<file path="src/rtl/fifo_pkg.sv">
// Shared constants and helpers for the parameterised FIFO.
// Holds default word width/depth and the pointer-width function.
package fifo_pkg;

    localparam int FIFO_DATA_W = 8;
    localparam int FIFO_DEPTH  = 16;

    // ceil(log2(n)); n is a power of two >= 4 for this FIFO
    function automatic int ptr_w(input int n);
        int w;
        w = 0;
        for (int i = 0; i < 31; i++) begin
            if ((1 << i) < n) w = i + 1;
        end
        return w;
    endfunction

endpackage

</file>
<file path="src/rtl/fifo_mem.sv">
// Simple dual-port storage for the FIFO: one write port, one
// registered read port, no reset. Ports: clk, we/waddr/wdata,
// re/raddr, rdata (updated only on re, otherwise holds).
module fifo_mem #(
    parameter int DATA_W = 8,
    parameter int AW     = 4
) (
    input  logic              clk,
    input  logic              we,
    input  logic [AW-1:0]     waddr,
    input  logic [DATA_W-1:0] wdata,
    input  logic              re,
    input  logic [AW-1:0]     raddr,
    output logic [DATA_W-1:0] rdata
);

    logic [DATA_W-1:0] mem [0:(1<<AW)-1];

    // Nonblocking read of mem gives old data on a same-address write.
    always_ff @(posedge clk) begin
        if (we) mem[waddr] <= wdata;
        if (re) rdata <= mem[raddr];
    end

endmodule

</file>
<file path="src/rtl/fifo_param.sv">
// Parameterised synchronous FIFO with registered read data and flags.
// Ports: clk, rst (sync, active-high), W_en/W_data, R_en/R_data/R_valid,
// Empty, Full, Almost_empty, Almost_full, Count.
// Define FIFO_PARAM_ERR_EN to add Err_clr input and sticky
// Overflow/Underflow outputs.
module fifo_param
    import fifo_pkg::*;
#(
    parameter int DATA_W   = FIFO_DATA_W,
    parameter int DEPTH    = FIFO_DEPTH,
    parameter int AF_LEVEL = DEPTH - 2,
    parameter int AE_LEVEL = 2,
    localparam int AW      = ptr_w(DEPTH)
) (
    input  logic              clk,
    input  logic              rst,
    input  logic              W_en,
    input  logic [DATA_W-1:0] W_data,
    input  logic              R_en,
`ifdef FIFO_PARAM_ERR_EN
    input  logic              Err_clr,
    output logic              Overflow,
    output logic              Underflow,
`endif
    output logic [DATA_W-1:0] R_data,
    output logic              R_valid,
    output logic              Empty,
    output logic              Full,
    output logic              Almost_empty,
    output logic              Almost_full,
    output logic [AW:0]       Count
);

    localparam logic [AW:0] FULL_C = (AW+1)'(DEPTH);
    localparam logic [AW:0] AF_C   = (AW+1)'(AF_LEVEL);
    localparam logic [AW:0] AE_C   = (AW+1)'(AE_LEVEL);

    logic [AW:0]       w_ptr;
    logic [AW:0]       r_ptr;
    logic              wr_ok;
    logic              rd_ok;
    logic              data_ok;
    logic [DATA_W-1:0] mem_q;

    assign Count        = w_ptr - r_ptr;
    assign Empty        = (Count == '0);
    assign Full         = (Count == FULL_C);
    assign Almost_full  = (Count >= AF_C);
    assign Almost_empty = (Count <= AE_C);

    // Reset overrides any request in the same cycle.
    assign wr_ok = W_en && !Full && !rst;
    assign rd_ok = R_en && !Empty && !rst;

    always_ff @(posedge clk) begin
        if (rst) begin
            w_ptr   <= '0;
            r_ptr   <= '0;
            R_valid <= 1'b0;
            data_ok <= 1'b0;
        end else begin
            if (wr_ok) w_ptr <= w_ptr + 1'b1;
            if (rd_ok) r_ptr <= r_ptr + 1'b1;
            R_valid <= rd_ok;
            if (rd_ok) data_ok <= 1'b1;
        end
    end

    fifo_mem #(
        .DATA_W (DATA_W),
        .AW     (AW)
    ) u_mem (
        .clk   (clk),
        .we    (wr_ok),
        .waddr (w_ptr[AW-1:0]),
        .wdata (W_data),
        .re    (rd_ok),
        .raddr (r_ptr[AW-1:0]),
        .rdata (mem_q)
    );

    // Storage has no reset, so read data reads as zero until the
    // first read after reset reloads the memory output register.
    assign R_data = data_ok ? mem_q : '0;

`ifdef FIFO_PARAM_ERR_EN
    always_ff @(posedge clk) begin
        if (rst) begin
            Overflow  <= 1'b0;
            Underflow <= 1'b0;
        end else begin
            if (W_en && Full)       Overflow <= 1'b1;
            else if (Err_clr)       Overflow <= 1'b0;
            if (R_en && Empty)      Underflow <= 1'b1;
            else if (Err_clr)       Underflow <= 1'b0;
        end
    end
`endif

endmodule

</file>
<file path="config.mk">
export PLATFORM = sky130hd
export DESIGN_NAME = fifo_param
export DESIGN_NICKNAME = d
export VERILOG_FILES = /design/src/rtl/fifo_pkg.sv /design/src/rtl/fifo_mem.sv /design/src/rtl/fifo_param.sv
export SDC_FILE = /design/constraint.sdc
export NUM_CORES = 1
export LEC_CHECK = 0
export ABC_AREA = 1
export BUFFER_PORTS_ARGS = -buffer_cell sky130_fd_sc_hd__buf_2
export CORE_MARGIN = 2
export CORE_UTILIZATION = 65
export CTS_BUF_LIST = sky130_fd_sc_hd__clkbuf_4 sky130_fd_sc_hd__clkbuf_8 sky130_fd_sc_hd__clkbuf_16
export CTS_CLUSTER_DIAMETER = 60
export DETAILED_ROUTE_END_ITERATION = 8
export PLACE_DENSITY = 0.84
export SYNTH_ARGS = -nofsm -noshare
export SYNTH_HDL_FRONTEND = slang
export SYNTH_SLANG_ARGS = --single-unit
</file>
<file path="constraint.sdc">
create_clock -name clk -period 6.3 [get_ports clk]
set_clock_uncertainty 0.05 [all_clocks]
set_input_delay 1.26 -clock clk [delete_from_list [all_inputs] [get_ports clk]]
set_output_delay 1.26 -clock clk [all_outputs]
set_load 0.01 [all_outputs]
</file>
==> impl_metrics.py <==
metrics = {
    "cts": {
        "root_buffer": "clkbuf_8",
        "clockBufferDepth": 2,
        "ctsHoldBuffers": 0,
        "numCtsBuffers": 17,
        "clk_pin_slew_worst_paths_ns": 0.06,
        "clkSinkCount": 148,
        "htreeDepth": 4,
        "clock_latency_ns": 0.53,
        "tritoncts": "done",
        "cts-resized-gates": 0,
        "cts_setup_buffers": 0,
    },
    "job": {
        "drv_cap": 0,
    },
    "grt": {
        "grt_max_degree": 70,
        "first_global_vias": 4146,
        "grt_pass1_wl_mm": 22.3,
        "grtUsageTotal": 0.300,
        "antenna_found_initial": 0,
        "overflow": 0,
    },
    "route": {
        "num_vias": 4340,
        "dr.first_iter.drc_count": 691,
        "drcViolationCount": 0,
        "routed.top_layer": "met4",
        "wl_met1_mm": 5.50,
        "routed_via_density": 6.28,
        "first_pass_iters": 6,
        "dr_wl_met3_mm": 1.51,
        "totalWireLength_mm": 14.5,
        "ant_nets": 0,
        "wl_met2_mm": 6.99,
        "wl_per_cell_um": 21.0,
    },
    "critical_path": {
        "r2r-end": "u_mem.mem[0][3]",
        "worst_ep_required_time_ns": 4.99,
        "reg2reg_depth": 10,
        "rrSetupSlack_ns": 2.46,
        "end_kind": "output port",
        "path_max_fanout": 39,
        "timing_worst_setup_path_type": "register to output port",
        "reg2reg_from": "r_ptr[1]",
        "start_kind": "register",
        "crit_arrival_ns": 3.02,
        "crit_start": "r_ptr[1]",
    },
    "layout": {
        "areaGrowthSynthToFinish_pct": 14.1,
        "final_common_cell": "edfxtp_1",
        "n_fill_cell": 561,
        "nets": 571,
        "layout_common_cells": "136 x edfxtp_1, 75 x nor2_1, 65 x o21ai_0, 53 x nand2_1, 32 x inv_1",
        "diodes": 0,
        "layout-drive-gt1-share": 0.151,
    },
    "power_and_ir_drop": {
        "power.share.clock": 0.397,
        "p_comb_frac": 0.177,
        "seqPwrFrac": 0.426,
        "switchingPower_w": 0.000740,
        "intPower_w": 0.00191,
        "vdd_drop_max_v": 0.000233,
        "power-per-cell-area_nw_per_um2": 373,
        "p_sw_frac": 0.279,
        "p_leak_nw": 2.59,
    },
    "placement": {
        "place_congestion": 0.841,
        "io_buffers": 29,
        "hpwl_mm": 8.53,
    },
    "timing": {
        "fin_tns_setup_ns": 0,
        "setup_viol": 0,
        "fmax_ghz": 0.231,
        "worst_hold_slack_ns": 0.442,
        "finalCritPeriodShare": 0.688,
        "slew_viol_final": 0,
        "layout_min_cycle_time_ns": 4.33,
        "rsz0062_at_grt": "false",
        "hold_violations": 0,
        "worst_pin_slew_ns": 1.22,
        "slew_headroom": 0.178,
    },
    "yosys": {
        "syn_nets": 544,
        "synth_cells": 522,
        "synthesis.area_um2": 6230,
        "postSynthAreaPerCell_um2": 11.9,
        "yosysWarnings": 0,
        "seq_area_frac_synth": 0.694,
        "ys_ff_latch": 148,
        "synth.distinct_cells": 31,
    },
    "floorplanning": {
        "num_rows": 35,
        "die_h_um": 102,
        "design.core.area_um2": 9280,
        "initial_core_util": 0.671,
        "io_pins": 30,
        "dieArea_um2": 10400,
        "die_x_um": 102,
    },
    "min_path": {
        "min_to": "r_ptr[3]",
        "hp-start": "r_ptr[3]",
        "hold-path-cell-count": 2,
        "hold_path_class": "register to register",
    },
    "outcome": {
        "outcome": "finished clean",
    },
}
-- critical path, stage by stage, from the launching register on --
cell and delay (ns):
dfxtp_1 0.31, buf_4 0.36, inv_1 0.55, ha_1 0.51, nand3_1 0.09, nand2_1 0.08
nand2_1 0.06, nand2_2 0.12, inv_1 0.07, nor4_1 0.15, buf_2 0.17
-- cells by family after synthesis --
group / count (synthesis) / share of synthesized area
xor gates and xnor gates: 9 / 0.0139
AOI/OAI and AO/OA: 107 / 0.100
and+or+nand+nor: 185 / 0.130
adders and majority gates: 10 / 0.0213
DFF: 148 / 0.694
buffers and inverters: 63 / 0.0408
-- final cells by class --
cell class                 instances  area, um^2  share of cell area
sequential                       148        4330               0.609
multi-input combinational        311        1650               0.232
clock buffer                      25         562              0.0790
timing repair buffer              36         198              0.0278
tap                              129         161              0.0227
inverter                          35         131              0.0185
clock inverter                     7        78.8              0.0111
-- per-stage QoR --
step           power (W)  setup WS [ns]  area [um^2]  utilization  cells
5_1_grt          0.00274           1.76         7110        0.765    691
2_1_floorplan    0.00146           3.12         6230            -    522
3_5_place_dp     0.00160           2.56         6470        0.696    659
6_report         0.00265           1.97         7110        0.765    691
4_1_cts          0.00264           2.00         7110        0.765    691
3_3_place_gp     0.00159           2.69         6470        0.696    659
-- sequential cells by signal (all words and copies together) (netlist names) --
register / count
u_mem.mem: 128
u_mem.rdata: 8
r_ptr: 5
w_ptr: 5
R_valid: 1
data_ok: 1
-- power by group through the flow --
stage                     Sequential (W)  Clock [W]  Combinational, W
after floorplan                  0.00114          0          0.000317
after global placement           0.00115          0          0.000439
after detailed placement         0.00115          0          0.000454
after CTS                        0.00113    0.00105          0.000464
after global routing             0.00113    0.00109          0.000518
final                            0.00113    0.00105          0.000469
-- metal layers --
layer / GRT usage / vias to the layer above
met4: 0.134 / 0
met5: 0 / -
li1: - / 1928
met1: 0.410 / 2056
met3: 0.0746 / 51
met2: 0.465 / 305
-- worst max path at each step --
stage                       to  slack (ns)  cells past startpoint
5_1_grt           Almost_empty        1.76                     10
3_3_place_gp      Almost_empty        2.69                     10
4_1_cts           Almost_empty        2.00                      9
2_1_floorplan     Almost_empty        3.12                      8
6_report          Almost_empty        1.97                     10
3_5_place_dp   u_mem.mem[0][3]        2.56                     10
-- Yosys cell counts, drive strengths merged --
master  number  area, um^2
edfxtp     136        4080
nor2        76         293
o21ai       65         325
nand2       60         248
inv         34         128
nand3       32         178
clkbuf      23        87.6
o22ai       18         113
nor3        15        75.1
dfxtp       12         240
o221ai      12         105
ha           9         113
a21oi        8        51.3
buf          5        35.0
xor2         5        43.8
o211ai       4        30.0
xnor2        4        42.6
clkinv       1        3.75
fa           1        20.0
nand3b       1        7.51
nor4         1        6.26
No activity file was read; power rests on OpenSTA's default activity.
